==> src/rtl/bsearch_pkg.sv <==
// Shared types for the binary search engine: FSM state encoding and search mode values.
package bsearch_pkg;

  typedef enum logic [2:0] {
    IDLE,
    ISSUE,
    WAIT,
    COMPARE,
    DONE
  } state_t;

  localparam logic MODE_EXACT = 1'b0;
  localparam logic MODE_LOWER = 1'b1;

endpackage

==> src/rtl/binary_search_engine_if.sv <==
// Request/result handshake plus RAM read port of the search engine, bundled as one interface.
interface binary_search_engine_if #(
  parameter int VAL_WIDTH  = 8,
  parameter int ADDR_WIDTH = 5
) ();

  logic                  start;
  logic [VAL_WIDTH-1:0]  target;
  logic                  mode;
  logic                  busy;
  logic                  done;
  logic                  found;
  logic [ADDR_WIDTH:0]   result_addr;
  logic [ADDR_WIDTH:0]   probes;
  logic [ADDR_WIDTH-1:0] mem_addr;
  logic [VAL_WIDTH-1:0]  mem_rdata;

  modport slave (
    input  start, target, mode, mem_rdata,
    output busy, done, found, result_addr, probes, mem_addr
  );

  modport master (
    output start, target, mode, mem_rdata,
    input  busy, done, found, result_addr, probes, mem_addr
  );

endinterface

==> src/rtl/bsearch_fsm.sv <==
// Search control FSM with the read-latency wait counter; a probe costs RD_LATENCY+2 cycles.
// start is only honoured in IDLE; busy/done decode directly from the state register.
module bsearch_fsm
  import bsearch_pkg::*;
#(
  parameter int RD_LATENCY = 1
) (
  input  logic   clock,
  input  logic   reset_n,
  input  logic   start_i,
  input  logic   empty_i,
  input  logic   exact_hit_i,
  output state_t state_o,
  output logic   busy_o,
  output logic   done_o
);

  localparam int CW = $clog2(RD_LATENCY + 1);

  state_t        state_q, state_d;
  logic [CW-1:0] cnt_q, cnt_d;

  always_ff @(posedge clock or negedge reset_n) begin
    if (!reset_n) begin
      state_q <= IDLE;
      cnt_q   <= '0;
    end else begin
      state_q <= state_d;
      cnt_q   <= cnt_d;
    end
  end

  always_comb begin
    state_d = state_q;
    cnt_d   = cnt_q;
    case (state_q)
      IDLE:    if (start_i) state_d = ISSUE;
      ISSUE: begin
        if (empty_i) begin
          state_d = DONE;
        end else begin
          state_d = WAIT;
          cnt_d   = CW'(RD_LATENCY);
        end
      end
      WAIT: begin
        cnt_d = cnt_q - 1'b1;
        if (cnt_q == CW'(1)) state_d = COMPARE;
      end
      COMPARE: state_d = exact_hit_i ? DONE : ISSUE;
      DONE:    state_d = IDLE;
      default: state_d = IDLE;
    endcase
  end

  always_comb begin
    state_o = state_q;
    busy_o  = (state_q != IDLE);
    done_o  = (state_q == DONE);
  end

endmodule

==> src/rtl/binary_search_engine.sv <==
// Binary search over an external ascending-sorted sync-read RAM, exact or lower-bound mode.
// Interval is half-open [lo,hi); results are registered on the way into DONE so they are valid with done.
module binary_search_engine
  import bsearch_pkg::*;
#(
  parameter int VAL_WIDTH  = 8,
  parameter int ADDR_WIDTH = 5,
  parameter int RD_LATENCY = 1
) (
  input logic                   clock,
  input logic                   reset_n,
  binary_search_engine_if.slave bus
);

  localparam int DEPTH = 2 ** ADDR_WIDTH;

  state_t                state;
  logic                  busy, done;
  logic                  empty, exact_hit;

  logic [VAL_WIDTH-1:0]  target_q, target_d;
  logic                  mode_q, mode_d;
  logic [ADDR_WIDTH:0]   lo_q, lo_d, hi_q, hi_d, mid_q, mid_d;
  logic                  hit_q, hit_d;
  logic                  found_q, found_d;
  logic [ADDR_WIDTH:0]   result_q, result_d;
  logic [ADDR_WIDTH:0]   probes_q, probes_d;
  logic [ADDR_WIDTH-1:0] addr_q, addr_d;

  logic [ADDR_WIDTH+1:0] sum;
  logic [ADDR_WIDTH:0]   mid;

  // One extra bit on the sum keeps lo+hi exact even when hi == DEPTH.
  assign sum       = {1'b0, lo_q} + {1'b0, hi_q};
  assign mid       = (ADDR_WIDTH + 1)'(sum >> 1);
  assign empty     = (lo_q >= hi_q);
  assign exact_hit = (state == COMPARE) && (bus.mem_rdata == target_q) && (mode_q == MODE_EXACT);

  bsearch_fsm #(.RD_LATENCY(RD_LATENCY)) u_fsm (
    .clock       (clock),
    .reset_n     (reset_n),
    .start_i     (bus.start),
    .empty_i     (empty),
    .exact_hit_i (exact_hit),
    .state_o     (state),
    .busy_o      (busy),
    .done_o      (done)
  );

  always_comb begin
    target_d = target_q;
    mode_d   = mode_q;
    lo_d     = lo_q;
    hi_d     = hi_q;
    mid_d    = mid_q;
    hit_d    = hit_q;
    found_d  = found_q;
    result_d = result_q;
    probes_d = probes_q;
    addr_d   = addr_q;
    case (state)
      IDLE: begin
        if (bus.start) begin
          target_d = bus.target;
          mode_d   = bus.mode;
          lo_d     = '0;
          hi_d     = (ADDR_WIDTH + 1)'(DEPTH);
          hit_d    = 1'b0;
          found_d  = 1'b0;
          probes_d = '0;
        end
      end
      ISSUE: begin
        if (empty) begin
          result_d = lo_q;
          found_d  = (mode_q == MODE_LOWER) && hit_q;
        end else begin
          addr_d   = mid[ADDR_WIDTH-1:0];
          mid_d    = mid;
          probes_d = probes_q + 1'b1;
        end
      end
      COMPARE: begin
        if (bus.mem_rdata < target_q) begin
          lo_d = mid_q + 1'b1;
        end else if (bus.mem_rdata > target_q) begin
          hi_d = mid_q;
        end else if (mode_q == MODE_EXACT) begin
          found_d  = 1'b1;
          result_d = mid_q;
        end else begin
          // Lower-bound keeps narrowing left to reach the first equal entry.
          hit_d = 1'b1;
          hi_d  = mid_q;
        end
      end
      default: ;
    endcase
  end

  always_ff @(posedge clock or negedge reset_n) begin
    if (!reset_n) begin
      target_q <= '0;
      mode_q   <= MODE_EXACT;
      lo_q     <= '0;
      hi_q     <= '0;
      mid_q    <= '0;
      hit_q    <= 1'b0;
      found_q  <= 1'b0;
      result_q <= '0;
      probes_q <= '0;
      addr_q   <= '0;
    end else begin
      target_q <= target_d;
      mode_q   <= mode_d;
      lo_q     <= lo_d;
      hi_q     <= hi_d;
      mid_q    <= mid_d;
      hit_q    <= hit_d;
      found_q  <= found_d;
      result_q <= result_d;
      probes_q <= probes_d;
      addr_q   <= addr_d;
    end
  end

  assign bus.busy        = busy;
  assign bus.done        = done;
  assign bus.found       = found_q;
  assign bus.result_addr = result_q;
  assign bus.probes      = probes_q;
  assign bus.mem_addr    = addr_q;

endmodule

==> src/flat_wrapper.sv <==
// flat-port wrapper written by rule: the top's interface ports become plain ports
module binary_search_engine_flat import bsearch_pkg::*;
#(
  parameter int VAL_WIDTH  = 8,
  parameter int ADDR_WIDTH = 5,
  parameter int RD_LATENCY = 1
)
  (clock, reset_n, bus_start, bus_target, bus_mode, bus_mem_rdata, bus_busy, bus_done, bus_found, bus_result_addr, bus_probes, bus_mem_addr);
  binary_search_engine_if #(.VAL_WIDTH(VAL_WIDTH), .ADDR_WIDTH(ADDR_WIDTH)) bus_i ();
  input logic clock;
  input logic reset_n;
  input wire logic [$bits(bus_i.start)-1:0] bus_start;
  input wire logic [$bits(bus_i.target)-1:0] bus_target;
  input wire logic [$bits(bus_i.mode)-1:0] bus_mode;
  input wire logic [$bits(bus_i.mem_rdata)-1:0] bus_mem_rdata;
  output wire logic [$bits(bus_i.busy)-1:0] bus_busy;
  output wire logic [$bits(bus_i.done)-1:0] bus_done;
  output wire logic [$bits(bus_i.found)-1:0] bus_found;
  output wire logic [$bits(bus_i.result_addr)-1:0] bus_result_addr;
  output wire logic [$bits(bus_i.probes)-1:0] bus_probes;
  output wire logic [$bits(bus_i.mem_addr)-1:0] bus_mem_addr;
  assign bus_i.start = bus_start;
  assign bus_i.target = bus_target;
  assign bus_i.mode = bus_mode;
  assign bus_i.mem_rdata = bus_mem_rdata;
  assign bus_busy = bus_i.busy;
  assign bus_done = bus_i.done;
  assign bus_found = bus_i.found;
  assign bus_result_addr = bus_i.result_addr;
  assign bus_probes = bus_i.probes;
  assign bus_mem_addr = bus_i.mem_addr;
  binary_search_engine #(.VAL_WIDTH(VAL_WIDTH), .ADDR_WIDTH(ADDR_WIDTH), .RD_LATENCY(RD_LATENCY)) u_core (.clock(clock), .reset_n(reset_n), .bus(bus_i));
endmodule
==> config.mk <==
export PLATFORM = sky130hd
export DESIGN_NAME = binary_search_engine_flat
export DESIGN_NICKNAME = d
export VERILOG_FILES = /design/src/rtl/bsearch_pkg.sv /design/src/rtl/binary_search_engine_if.sv /design/src/rtl/bsearch_fsm.sv /design/src/rtl/binary_search_engine.sv /design/src/flat_wrapper.sv
export SDC_FILE = /design/constraint.sdc
export NUM_CORES = 1
export LEC_CHECK = 0
export CAP_MARGIN = 20
export CORE_AREA = 2 2 70 72
export CTS_BUF_LIST = sky130_fd_sc_hd__clkbuf_8
export DETAILED_ROUTE_END_ITERATION = 6
export DIE_AREA = 0 0 72 74
export PLACE_DENSITY = 0.85
export SYNTH_ARGS = -nofsm -noshare
export SYNTH_HDL_FRONTEND = slang
export SYNTH_SLANG_ARGS = --single-unit
==> constraint.sdc <==
create_clock -name clock -period 3.7 [get_ports clock]
set_input_delay 1.11 -clock clock [delete_from_list [all_inputs] [get_ports clock]]
set_output_delay 1.11 -clock clock [all_outputs]
set_load 0.005 [all_outputs]
==> metrics.yaml <==
post-cts-setup-buffers: 0
r2r_setup_slack_ns: 1.28
drtIter0Drc: 112
final-hold-violation-count: 0
multi_input_area_sq_um: 1360
max_slew_margin: 0.355
viasPerCell: 5.73
synth_ff_type: "dfrtp_1"
cp-start-kind: "primary input"
synth_area_sq_um: 2640
vias: 2079
reg2reg_depth: 6
synth-seq-cells: 45
core_area_sq_um: 4600
drive_above_1_share: 0.110
finalCritPeriodShare: 0.836
initial_core_util: 0.575
die_h_um: 74
num_antenna_cells: 0
routed_wl_um: 5680
clock_skew_ns: 0.00684
p_per_area_nw_per_um2: 749
die-area_sq_um: 5330
crit_type: "in2reg"
cp_cell_sequence: "clkdlybuf4s50_1, ha_1, nand4_1, or3_1, nor3_1, a22oi_2, mux2_2"
yosysMostFrequentCell: "dfrtp_1"
worstMarginPinSlew_ns: 0.967
synth_commonest_cells: "dfrtp_1, nand2_1, ha_1, inv_1, o21ai_0"
holdBufCountCts: 0
cpPeakStageDelay_ns: 0.45
yosysUniqueCellTypes: 45
synth_area_leaders: "dfrtp_1, ha_1, mux2_2"
grt_max_degree: 46
fillers: 354
grt_pass1_wl_um: 9360
insertion_delay_ns: 0.30
portBuffers: 39
slowest_stage: "or3_1"
cp-end-kind: "flip-flop"
crit_cells: 7
wl_per_cell_um: 15.6
ys_seq_area_frac: 0.426
layout.nets: 351
total_power_uw: 2380
syn_area_per_cell_sq_um: 9.68
regArea_sq_um: 1130
vdd_drop_max_uv: 415
period_minus_slack_ns: 3.09
io_pins: 40
clock_sinks: 45
timing.rr.end: "u_core.bus.probes[5]"
grt-ovfl-total: 0
grt_pass1_vias: 2100
critPathMaxFanout: 6
synth.largest_area_cell: "dfrtp_1"
die_x_um: 72
clkTransAtPathRegs_ns: 0.09
max_freq_mhz: 323
status: "finished, final reports clean"
finalSetupViolations: 0
h-tree-depth: 2
reg2reg_from: "u_core.lo_q[3]"
cp.arrival_ns: 3.29
antenna_found_initial: 0
leakagePower_uw: 0.00145
cts_root_buffer: "clkbuf_8"
drv_slew: 0
grtUsageTotal: 0.228
hpwl_um: 4090
fin_setup_tns_ns: 0
syn_to_final_growth_pct: 20.0
post_cts_resized: 0
syn_inst: 273
cap_violations: 0
cts_made_buffers: 5
yosys_warnings: 0
async_flop_share: 1.00
firstDrtPassIters: 4
critPathTopFamily: "simple AND/OR/NAND/NOR gates"
grt_setup_unrepaired: "false"
synth.top_cell.area_share: 0.426
place.gp.congestion: 0.803
fp-row-count: 25
cp.required_ns: 3.89
synth_edf_count: 0
drc: 0
syn-num-nets: 316
drtAntennaViolNets: 0
cts_tree: "done"
hp-class: "reg2reg"
crit_buf_inv: 1
cp-endpoint: "u_core.bus.result_addr[5]"
clock_path_buffers: 2
crit_start: "bus_mem_rdata[7]"
## final cells by class
type | instances | share of cell area
clock buffer | 6 | 0.0260
clock inverter | 2 | 0.0107
inverter | 22 | 0.0260
multi-input combinational | 192 | 0.428
sequential | 45 | 0.355
tap | 54 | 0.0213
timing repair buffer | 42 | 0.133
## how the worst min path moves through the flow
stage | startpoint | end | cells after the start
final | u_core.target_q[0] | u_core.target_q[0] | 2
after global routing | u_core.hit_q | u_core.hit_q | 2
after CTS | u_core.target_q[0] | u_core.target_q[0] | 2
after detailed placement | u_core.target_q[0] | u_core.target_q[0] | 2
after global placement | u_core.target_q[0] | u_core.target_q[0] | 2
after floorplan | u_core.target_q[0] | u_core.target_q[0] | 2
## metal layers
layer  routed length, um  track usage
met3                 228       0.0501
met1                2520        0.282
met5                   0            0
met2                2850        0.399
met4                  74       0.0776
## power breakdown
part / leakage [uW] / switching (uW) / internal (uW) / total [uW]
combinational: 0.000808 / 587 / 536 / 1120
clock: 0.0000626 / 171 / 218 / 388
sequential: 0.000584 / 189 / 675 / 864
## cells in the final DEF (no fill, tap or decap), types with 3 or more instances in the layout
master	count
nand2b_1	4
a31oi_1	3
xnor2_1	6
a22o_1	6
nand3_1	6
or3_1	6
nand2_1	26
nand4_1	3
a21oi_1	17
o31ai_1	3
inv_1	23
nor2b_1	3
clkbuf_8	6
clkdlybuf4s50_1	38
ha_1	22
mux2_2	14
o21bai_1	4
nor2_1	16
dfrtp_1	45
o21ai_0	20
## through the flow
| stage | utilization | hold slack [ns] | instances | setup slack [ns] | cell area, sq um |
|---|---|---|---|---|---|
| finish | 0.690 | 0.492 | 363 | 0.605 | 3170 |
| global route | 0.690 | 0.534 | 363 | 0.461 | 3170 |
| CTS | 0.685 | 0.501 | 362 | 0.594 | 3150 |
| global placement | 0.660 | 0.465 | 354 | 0.404 | 3040 |
| detailed placement | 0.660 | 0.481 | 354 | 0.281 | 3040 |
| floorplan | - | 0.450 | 273 | 0.954 | 2640 |
## cells by family after synthesis
kind of cell,after synthesis,share of synthesized area
DFF,45,0.426
muxes,16,0.0672
and+or+nand+nor,80,0.152
xor gates and xnor gates,7,0.0232
AOI/OAI and AO/OA,66,0.158
buffers and inverters,36,0.0620
adders and majority gates,23,0.112
## registers in the layout (all words and copies together), names as in the netlist, 2 cells and up
| name | flops |
|---|---|
| u_core.u_fsm.state_o | 3 |
| u_core.hi_q | 6 |
| u_core.target_q | 8 |
| u_core.lo_q | 6 |
| u_core.bus.result_addr | 6 |
| u_core.bus.mem_addr | 4 |
| u_core.mid_q | 2 |
| u_core.bus.probes | 6 |
## worst register-to-register path, cell delays in order (launching register included)
cell,delay (ns)
dfrtp_1,0.43
ha_1,0.35
a211o_1,0.34
a211oi_2,0.21
o21ai_2,0.31
or4_1,0.56
a21oi_1,0.15
Power figures use the tool's default switching activity.
